$ cat src/rtl/irq_conditioner_pkg.sv
// Shared types and defaults for the external interrupt conditioner.
package irq_pkg;

  // Request state machine encoding.
  typedef enum logic [1:0] {
    ISIdle,
    ISActive,
    ISHoldoff
  } IrqState;

  // Default parameter values used by the conditioner and its sub-blocks.
  localparam int DEF_SYNC_STAGES     = 2;
  localparam int DEF_DEBOUNCE_CYCLES = 16;
  localparam int DEF_PULSE_CYCLES    = 64;
  localparam int DEF_HOLDOFF_CYCLES  = 8;
  localparam int DEF_CNT_WIDTH       = 8;

  // Width of a counter that must hold values 0..max_val; never narrower than 1 bit.
  function automatic int cnt_w(input int max_val);
    if (max_val < 1) return 1;
    return $clog2(max_val + 1);
  endfunction

endpackage

$ cat src/rtl/irq_conditioner_if.sv
// Pin-side / CPU-side signal bundle of the interrupt conditioner.
interface irq_conditioner_if import irq_pkg::*; #(
  parameter int CNT_WIDTH = DEF_CNT_WIDTH
);
  logic                 irq_n_i;
  logic                 ack_i;
  logic                 irq_n_o;
  logic                 pending_o;
  logic [CNT_WIDTH-1:0] missed_cnt_o;

  // Board pin and CPU acknowledge driver.
  modport master (
    output irq_n_i,
    output ack_i,
    input  irq_n_o,
    input  pending_o,
    input  missed_cnt_o
  );

  // The conditioner itself.
  modport slave (
    input  irq_n_i,
    input  ack_i,
    output irq_n_o,
    output pending_o,
    output missed_cnt_o
  );
endinterface

$ cat src/rtl/irq_conditioner_sync_debounce.sv
// Synchronizer, debounce filter and registered falling-edge detector for the
// asynchronous interrupt pin.
module sync_debounce import irq_pkg::*; #(
  parameter int SYNC_STAGES     = DEF_SYNC_STAGES,
  parameter int DEBOUNCE_CYCLES = DEF_DEBOUNCE_CYCLES
) (
  input  logic clk_i,
  input  logic reset_i,
  input  logic async_i,
  output logic level_o,
  output logic fall_o
);

  localparam int DW = cnt_w(DEBOUNCE_CYCLES);

  logic [SYNC_STAGES-1:0] sync_q, sync_d;
  logic                   sync_lvl;
  logic [DW-1:0]          deb_cnt_q, deb_cnt_d, deb_inc;
  logic                   level_q, level_d;
  logic                   level_dly_q, level_dly_d;
  logic                   fall_q, fall_d;

  // Shift the pin through the synchronizer chain; the last stage is the usable level.
  always_comb begin
    sync_d   = {sync_q[SYNC_STAGES-2:0], async_i};
    sync_lvl = sync_q[SYNC_STAGES-1];
  end

  // Accept a new level only after DEBOUNCE_CYCLES consecutive disagreeing samples.
  always_comb begin
    deb_inc   = deb_cnt_q + DW'(1);
    level_d   = level_q;
    deb_cnt_d = '0;
    if (sync_lvl != level_q) begin
      if (deb_inc == DW'(DEBOUNCE_CYCLES)) begin
        level_d = sync_lvl;
      end else begin
        deb_cnt_d = deb_inc;
      end
    end
  end

  // Fall pulse is taken from the registered level, so it appears one cycle after the level drops.
  always_comb begin
    level_dly_d = level_q;
    fall_d      = level_dly_q & ~level_q;
  end

  // Filter state; everything idles high so a pin held low through reset still yields one event.
  always_ff @(posedge clk_i or posedge reset_i) begin
    if (reset_i) begin
      sync_q      <= '1;
      deb_cnt_q   <= '0;
      level_q     <= 1'b1;
      level_dly_q <= 1'b1;
      fall_q      <= 1'b0;
    end else begin
      sync_q      <= sync_d;
      deb_cnt_q   <= deb_cnt_d;
      level_q     <= level_d;
      level_dly_q <= level_dly_d;
      fall_q      <= fall_d;
    end
  end

  assign level_o = level_q;
  assign fall_o  = fall_q;

endmodule

$ cat src/rtl/irq_conditioner.sv
// Turns debounced falling edges of the external interrupt pin into well-formed,
// active-low CPU interrupt requests with a one-deep queue and a missed-event count.
module irq_conditioner import irq_pkg::*; #(
  parameter int SYNC_STAGES     = DEF_SYNC_STAGES,
  parameter int DEBOUNCE_CYCLES = DEF_DEBOUNCE_CYCLES,
  parameter int PULSE_CYCLES    = DEF_PULSE_CYCLES,
  parameter int HOLDOFF_CYCLES  = DEF_HOLDOFF_CYCLES,
  parameter int CNT_WIDTH       = DEF_CNT_WIDTH
) (
  input  logic           clk_i,
  input  logic           reset_i,
  irq_conditioner_if.slave bus
);

  localparam int PW = cnt_w(PULSE_CYCLES);
  localparam int HW = cnt_w(HOLDOFF_CYCLES);

  logic                 fall;
  logic                 deb_level;

  IrqState              state_q, state_d;
  logic                 irq_n_q, irq_n_d;
  logic                 pending_q, pending_d;
  logic [CNT_WIDTH-1:0] missed_q, missed_d;
  logic [PW-1:0]        pulse_cnt_q, pulse_cnt_d, pulse_inc;
  logic [HW-1:0]        hold_cnt_q, hold_cnt_d;
  logic                 pulse_expired;

  sync_debounce #(
    .SYNC_STAGES     (SYNC_STAGES),
    .DEBOUNCE_CYCLES (DEBOUNCE_CYCLES)
  ) u_sd (
    .clk_i   (clk_i),
    .reset_i (reset_i),
    .async_i (bus.irq_n_i),
    .level_o (deb_level),
    .fall_o  (fall)
  );

  // An event pulse always follows a cycle in which the debounced level was already low.
  a_fall_after_low: assert property (@(posedge clk_i) disable iff (reset_i)
    fall |-> !$past(deb_level));

  // Next-state logic for the request FSM, the one-deep queue and the missed counter.
  always_comb begin
    state_d       = state_q;
    irq_n_d       = irq_n_q;
    pending_d     = pending_q;
    missed_d      = missed_q;
    pulse_cnt_d   = pulse_cnt_q;
    hold_cnt_d    = hold_cnt_q;
    pulse_inc     = pulse_cnt_q + PW'(1);
    pulse_expired = (PULSE_CYCLES != 0) && (pulse_inc == PW'(PULSE_CYCLES));

    case (state_q)
      ISIdle: begin
        irq_n_d = 1'b1;
        if (fall || pending_q) begin
          state_d     = ISActive;
          irq_n_d     = 1'b0;
          pulse_cnt_d = '0;
          // A queued entry is consumed; a simultaneous new event takes its place.
          pending_d   = fall & pending_q;
        end
      end

      ISActive: begin
        pulse_cnt_d = pulse_inc;
        if (bus.ack_i || pulse_expired) begin
          state_d    = ISHoldoff;
          irq_n_d    = 1'b1;
          hold_cnt_d = '0;
        end
      end

      ISHoldoff: begin
        if (hold_cnt_q == HW'(HOLDOFF_CYCLES - 1)) begin
          state_d = ISIdle;
        end else begin
          hold_cnt_d = hold_cnt_q + HW'(1);
        end
      end

      default: begin
        state_d = ISIdle;
        irq_n_d = 1'b1;
      end
    endcase

    // Events while a request is in service are queued once, then counted as missed.
    if (state_q != ISIdle && fall) begin
      if (!pending_q) begin
        pending_d = 1'b1;
      end else if (!(&missed_q)) begin
        missed_d = missed_q + CNT_WIDTH'(1);
      end
    end
  end

  // Register FSM state and all outputs so nothing reaches the CPU combinationally.
  always_ff @(posedge clk_i or posedge reset_i) begin
    if (reset_i) begin
      state_q     <= ISIdle;
      irq_n_q     <= 1'b1;
      pending_q   <= 1'b0;
      missed_q    <= '0;
      pulse_cnt_q <= '0;
      hold_cnt_q  <= '0;
    end else begin
      state_q     <= state_d;
      irq_n_q     <= irq_n_d;
      pending_q   <= pending_d;
      missed_q    <= missed_d;
      pulse_cnt_q <= pulse_cnt_d;
      hold_cnt_q  <= hold_cnt_d;
    end
  end

  assign bus.irq_n_o      = irq_n_q;
  assign bus.pending_o    = pending_q;
  assign bus.missed_cnt_o = missed_q;

endmodule

$ cat src/flat_wrapper.sv
// flat-port wrapper written by rule: the top's interface ports become plain ports
module irq_conditioner_flat import irq_pkg::*;
#(
  parameter int SYNC_STAGES     = DEF_SYNC_STAGES,
  parameter int DEBOUNCE_CYCLES = DEF_DEBOUNCE_CYCLES,
  parameter int PULSE_CYCLES    = DEF_PULSE_CYCLES,
  parameter int HOLDOFF_CYCLES  = DEF_HOLDOFF_CYCLES,
  parameter int CNT_WIDTH       = DEF_CNT_WIDTH
)
  (clk_i, reset_i, bus_irq_n_i, bus_ack_i, bus_irq_n_o, bus_pending_o, bus_missed_cnt_o);
  irq_conditioner_if #(.CNT_WIDTH(CNT_WIDTH)) bus_i ();
  input  logic clk_i;
  input  logic reset_i;
  input wire logic [$bits(bus_i.irq_n_i)-1:0] bus_irq_n_i;
  input wire logic [$bits(bus_i.ack_i)-1:0] bus_ack_i;
  output wire logic [$bits(bus_i.irq_n_o)-1:0] bus_irq_n_o;
  output wire logic [$bits(bus_i.pending_o)-1:0] bus_pending_o;
  output wire logic [$bits(bus_i.missed_cnt_o)-1:0] bus_missed_cnt_o;
  assign bus_i.irq_n_i = bus_irq_n_i;
  assign bus_i.ack_i = bus_ack_i;
  assign bus_irq_n_o = bus_i.irq_n_o;
  assign bus_pending_o = bus_i.pending_o;
  assign bus_missed_cnt_o = bus_i.missed_cnt_o;
  irq_conditioner #(.SYNC_STAGES(SYNC_STAGES), .DEBOUNCE_CYCLES(DEBOUNCE_CYCLES), .PULSE_CYCLES(PULSE_CYCLES), .HOLDOFF_CYCLES(HOLDOFF_CYCLES), .CNT_WIDTH(CNT_WIDTH)) u_core (.clk_i(clk_i), .reset_i(reset_i), .bus(bus_i));
endmodule
$ cat config.mk
export PLATFORM = sky130hd
export DESIGN_NAME = irq_conditioner_flat
export DESIGN_NICKNAME = d
export VERILOG_FILES = /design/src/rtl/irq_conditioner_pkg.sv /design/src/rtl/irq_conditioner_if.sv /design/src/rtl/irq_conditioner_sync_debounce.sv /design/src/rtl/irq_conditioner.sv /design/src/flat_wrapper.sv
export SDC_FILE = /design/constraint.sdc
export NUM_CORES = 1
export LEC_CHECK = 0
export ABC_AREA = 1
export CAP_MARGIN = 30
export CORE_ASPECT_RATIO = 1.1
export CORE_MARGIN = 1
export CORE_UTILIZATION = 53
export CTS_BUF_LIST = sky130_fd_sc_hd__clkbuf_4
export CTS_CLUSTER_SIZE = 10
export DETAILED_ROUTE_END_ITERATION = 12
export PLACE_DENSITY = 0.83
export SYNTH_ARGS = -nofsm -noshare
export SYNTH_HDL_FRONTEND = slang
export SYNTH_SLANG_ARGS = --single-unit
$ cat constraint.sdc
create_clock -name clk_i -period 1.55 [get_ports clk_i]
set_clock_uncertainty 0.05 [all_clocks]
set_input_delay 0.2325 -clock clk_i [delete_from_list [all_inputs] [get_ports clk_i]]
set_output_delay 0.2325 -clock clk_i [all_outputs]
set_load 0.05 [all_outputs]
-- Word-level counts from Yosys, hierarchy flattened
Index checks and enable logic that the tools add are counted.
W data, S select, Z words.
- add/sub/neg operators: 4
- multipliers: 0
- div/mod/pow operators: 0
- magnitude comparators: 0
- equality and inequality tests: 10
- shift-type cells: 0
- mux-type cells: 18
- bitwise logic cells: 5
- reduce and logical (&&, ||, !) cells: 14
- operators with widths (operator ; number):
    $pmux W7 S2 ; 1
    $mux W5 ; 2
    $reduce_and A3 Y1 ; 3
    $add A8 B1 Y8 const B ; 1
    $mux W4 ; 2
    $pmux W4 S2 ; 1
    $reduce_and A8 Y1 ; 1
    $add A7 B1 Y7 const B ; 1
    $eq A7 B7 Y1 const B ; 1
    $mux W7 ; 1
    $mux W1 ; 6
    $mux W2 ; 3
    $ne A2 B1 Y1 const B ; 3
    $pmux W2 S3 ; 1
    $reduce_and A2 Y1 ; 3
    $reduce_bool A2 Y1 ; 3
    $add A5 B1 Y5 const B ; 1
    $eq A5 B5 Y1 const B ; 1
    $add A4 B1 Y4 const B ; 1
    $eq A4 B3 Y1 const B ; 1
    $not A1 Y1 ; 3
    $pmux W1 S3 ; 1
    $and A1 B1 Y1 ; 2
    $eq A2 B1 Y1 const B ; 1
    6 further kinds ; 7
- flip-flop bits (word level): 33
- bits in latches: 0
- RAM bits: 0
- bits in read-only memories: 0
- input bits: 4
- output and inout bits: 10
- word-level logic and storage cells: 62
- memories kept: 0

-- Depth between registers and ports, before layout
Gate-level depths: netlist of run 1.
- depth in word-level cells: 5
- mapped depth: 11
- gate-level depth less buffers: 11

-- By module
From an unflattened synthesis of run 1, not the netlist that was laid out.
- cell total of the unflattened synthesis: 187
- area total of the unflattened synthesis: 1617.8 um2
- by module, submodules not included (module ; instances ; cells each ; area each (um2) ; sequential area each (um2)):
    irq_conditioner ; 1 ; 146 ; 1213.7 ; 576.8
    sync_debounce ; 1 ; 41 ; 404.1 ; 255.2

-- Least setup slack after synthesis of run 1
Ideal clock, no wire load.
- path kind: register -> register
- start point: reg u_core.missed_q[1], in the netlist u_core.bus.missed_cnt_o[1]
- end point: reg u_core.missed_q[1], in the netlist u_core.bus.missed_cnt_o[1]
- library setup time: 0.125 ns
- data arrival time: 1.619 ns
- data required time: 1.375 ns
- path slack: -0.243 ns
- stages on the path, launching flop included: 7
- buffers on the path: 0
- clock period less this slack: 1.793 ns
- cell sequence: dfrtp_1 > ha_1 > inv_1 > nor2_1 > nand4_1 > nand2_2 > mux2_2
- longest elaborated chain between the ends: 3
- elaborated cells on any way between the ends: 4
- classes of those cells: 1 x add/sub; 1 x bitwise; 2 x reduce/logical
- RTL lines (what ; RTL line ; RTL):
    from (decl) ; irq_conditioner.sv:24 ; logic [CNT_WIDTH-1:0] missed_q, missed_d;
    from (signal assigned) ; irq_conditioner.sv:113 ; missed_q <= missed_d;
    parallel branches: the longest is 3 deep, another holds $add A8 B1 Y8 ; -- ;
Several ways; the timed one is not identified.
A chain may end at the register's enable or synchronous reset.

-- Final worst setup path of run 1
- start point: reg u_core.pulse_cnt_q[0]
- end point: reg u_core.hold_cnt_q[2]
- longest elaborated chain between the ends: 5
- RTL lines (what ; RTL line ; RTL):
    from (decl) ; irq_conditioner.sv:25 ; logic [PW-1:0] pulse_cnt_q, pulse_cnt_d, pulse_inc;
    from (signal assigned) ; irq_conditioner.sv:114 ; pulse_cnt_q <= pulse_cnt_d;
    $add A7 B1 Y7 ; irq_conditioner.sv:52 ; pulse_inc = pulse_cnt_q + PW'(1);
    $eq A7 B7 Y1 ; irq_conditioner.sv:53 ; pulse_expired = (PULSE_CYCLES != 0) && (pulse_inc == PW'(PULSE_CYCLES));
    $logic_or A1 B1 Y1 ; irq_conditioner.sv:69 ; if (bus.ack_i || pulse_expired) begin
    $ne A2 B1 Y1 (no source line) ; -- ;
    $reduce_and A3 Y1 (no source line) ; -- ;
    to (signal assigned) ; irq_conditioner.sv:115 ; hold_cnt_q <= hold_cnt_d;
    to (decl) ; irq_conditioner.sv:26 ; logic [HW-1:0] hold_cnt_q, hold_cnt_d;
Every way passes these cells.

==> flow_summary.yaml, run 1 <==
cts:
  holdBufCountCts: 0
  cts_root_buffer: "clkbuf_4"
  clkTransAtPathRegs_ps: 110
  cts_tree: "yes"
  cts_made_buffers: 5
  clockBufferDepth: 2
  insertion_delay_ps: 330
  cts_max_level: 2
  numClockSinks: 33
timing:
  fin_ws_ps: 14.44
  period_share_pct: 99.07
  maxSlewViolCount: 0
  finalCriticalPeriod_ps: 1536
  setup_violations: 0
  tightest_slew_ps: 439.8
  rsz0062_at_grt: "yes"
  max_freq_ghz: 0.6512
  slew_headroom_pct: 70.48
  final_hold_viol_count: 0
power:
  powerDensity_nw_per_um2: 901.8
  peakVddDrop_uv: 910.1
  leakage_uw: 0.0009734
worst_setup_path:
  critical_path_class: "flop to flop"
  critPathSlowestCell: "dfrtp_1"
  cp.required_ps: 1720
  path_cells: "ha_4 -> nand3_2 -> o21bai_1 -> nand2_1 -> nor2_4 -> nand2_2 -> nand2_4 -> nand2_4 -> nand2_1 -> nand2_1"
  startpoint_type: "flop"
  max_stage_delay_ps: 410
  regToRegEndpoint: "u_core.hold_cnt_q[2]"
  rr_worst_depth: 10
  crit_family: "simple AND/OR/NAND/NOR gates"
  path_max_fanout: 7
  r2r-start: "u_core.pulse_cnt_q[0]"
  worstSetupEndpointType: "flop"
  cp.arrival_ps: 1710
  r2r_setup_slack_ps: 10
  path_common_cell: "nand2_1"
  crit_buf_inv: 0
route:
  drtIter0Drc: 43
  drt_wl_total_um: 3181
  vias: 1253
  firstDrtPassIters: 4
  ant_nets: 0
  vias_per_cell: 5.243
  drc: 0
  wire_per_inst_um: 13.31
status:
  status: "complete, no violations"
synthesis:
  synth.distinct_cells: 25
  yosys-top-cells-area: "dfrtp_1 (44%), nand2_1 (9.3%), dfstp_2 (8.3%), nand3_1 (5.1%), nor2_1 (5.0%)"
  synth.top_cell.area_share_pct: 44.41
  synthCells: 174
  syn_area_um2: 1578
  ys.flop_type: "dfrtp_1"
  syn-num-nets: 182
  ys_seq_area_share_pct: 52.74
  synth_edf_count: 0
  yosys_warnings: 0
  synth_top_area_cell: "dfrtp_1"
  synth.most_common_cell: "nand2_1"
  avgSynthCellArea_um2: 9.068
  synthArstFlopShare_pct: 100.0
  netlist_top_cells_count: "nand2_1 (39), dfrtp_1 (28), nor2_1 (21), inv_1 (18), nand3_1 (16)"
  ys_ff_latch: 33
grt:
  antenna_found_initial: 0
  overflow: 0
  track_usage_pct: 23.07
  grt_max_degree: 34
  grt_first_pass_wirelength_um: 5126
  grt_pass1_vias: 1189
placement:
  place_ws_ps: -60.71
  io_buffers: 13
  hpwlAfterDp_um: 2246
  gp_congestion: 0.7562
floorplan:
  rows: 20
  core_um2: 2803
  die-area_um2: 3199
  start_util_pct: 56.29
  die_w_um: 54.02
  fp.dieH_um: 59.23
  ios: 14
finish:
  seq_area_um2: 839.6
  postLayoutCoreUtil_pct: 74.73
  final.fill_count: 206
  syn_to_final_growth_pct: 32.75
  multi_input_area_um2: 760.7
  final_nets: 213
  n_antenna_cell: 0
  drive_gt1_share_pct: 31.07
job:
  drv_cap: 0
min_path:
  hold_class: "primary input to asynchronous set/reset pin"
-- repair_timing --
item	4_1_cts	5_1_grt
setup endpoints to repair	7	11
pin swaps	5	2
buffers inserted	2	3
resized for setup	9	7
gates cloned	0	0
-- metal layers --
| layer | vias to the layer above | part of all wire, % | wire length [um] | global-route usage, % |
|---|---|---|---|---|
| met2 | 23 | 55 | 1757 | 40.39 |
| met1 | 605 | 41 | 1300 | 26.30 |
| met3 | 4 | 2.8 | 88 | 6.154 |
| li1 | 621 | - | - | - |
| met5 | - | 0 | 0 | 0 |
| met4 | 0 | 1.1 | 36 | 8.791 |
-- power breakdown --
part	leakage (uW)	internal [uW]	total [uW]	switching (uW)
Combinational	0.000515	173	397	225
Clock	0.0000354	190	476	286
Sequential	0.000423	946	1020	69.9
-- placed cells by master (no fill, tap or decap), drive strengths merged --
cell type and n:
nand4 3, xor2 8, nor2 24, ha 4, clkinv 3, inv 18
o21bai 1, nand2 43, nor3 2, o21ai 9, o31ai 1, clkdlybuf4s50 3
nand3 17, mux2 2, xnor2 4, clkbuf 6, dfrtp 28, nor3b 1
a21oi 3, buf 21, dfstp 5
-- logic make-up (layout without fill, tap and decap cells) --
| group | Yosys count | count (layout) | synth area share [%] |
|---|---|---|---|
| fa+ha+maj | 4 | 4 | 3.172 |
| compound gates | 14 | 14 | 5.472 |
| buf+inv | 19 | 51 | 4.520 |
| flops | 33 | 33 | 52.74 |
| xor+xnor | 12 | 12 | 6.661 |
| simple gates | 90 | 90 | 26.01 |
| mux | 2 | 2 | 1.427 |
-- worst reg2reg max path: cells and delay by family (launching register included) --
| family | cells | cell delay, ps |
|---|---|---|
| simple gates | 8 | 650 |
| fa+ha+maj | 1 | 180 |
| flops | 1 | 410 |
| compound gates | 1 | 150 |
-- state kept, by name, summed over array words and instances (netlist names) --
register,cells
u_core.bus.irq_n_o,1
u_core.bus.pending_o,1
u_core.u_sd.deb_cnt_q,5
u_core.u_sd.level_o,1
u_core.pulse_cnt_q,7
u_core.bus.missed_cnt_o,8
u_core.state_q,2
u_core.hold_cnt_q,4
u_core.u_sd.fall_o,1
u_core.u_sd.sync_q,2
u_core.u_sd.level_dly_q,1
-- metrics by stage --
step	TNS, ps	cell area, um^2	instances	hold slack (ps)	total power (uW)
after floorplan	-118.6	1608	174	187.0	1279
after global placement	0	1952	228	298.5	1401
after detailed placement	-223.6	1952	228	300.8	1417
after CTS	-7.472	2043	236	181.6	1900
after global routing	-393.5	2095	239	189.5	1999
final	0	2095	239	184.9	1889
-- area by class of cell --
type | count | share of cell area [%]
Tap cell | 33 | 1.971
Clock inverter | 2 | 0.4779
Sequential cell | 33 | 40.08
Clock buffer | 6 | 2.151
Inverter | 19 | 3.465
Timing Repair Buffer | 24 | 15.53
Multi-Input combinational cell | 122 | 36.32
-- worst max-delay path by stage --
stage          depth (start not counted)                  startpoint                          to
5_1_grt                               10       u_core.pulse_cnt_q[0]        u_core.hold_cnt_q[2]
3_3_place_gp                          11       u_core.pulse_cnt_q[0]        u_core.hold_cnt_q[2]
6_report                              10       u_core.pulse_cnt_q[0]        u_core.hold_cnt_q[2]
3_5_place_dp                          11       u_core.pulse_cnt_q[0]        u_core.hold_cnt_q[3]
2_1_floorplan                          6  u_core.bus.missed_cnt_o[1]  u_core.bus.missed_cnt_o[1]
4_1_cts                                8  u_core.bus.missed_cnt_o[0]  u_core.bus.missed_cnt_o[4]
Note: power is estimated with default switching activity, not from simulation.
==> run 2: changes to the inputs <==
--- a/config.mk
+++ b/config.mk
@@ -6,7 +6,7 @@
 export NUM_CORES = 1
 export LEC_CHECK = 0
 export ABC_AREA = 1
-export CAP_MARGIN = 30
+export CAP_MARGIN = 10
 export CORE_ASPECT_RATIO = 1.1
 export CORE_MARGIN = 1
 export CORE_UTILIZATION = 53
==> results of run 2 <==
Same layout as run 1: the final DEF is identical, and so are final timing and power.
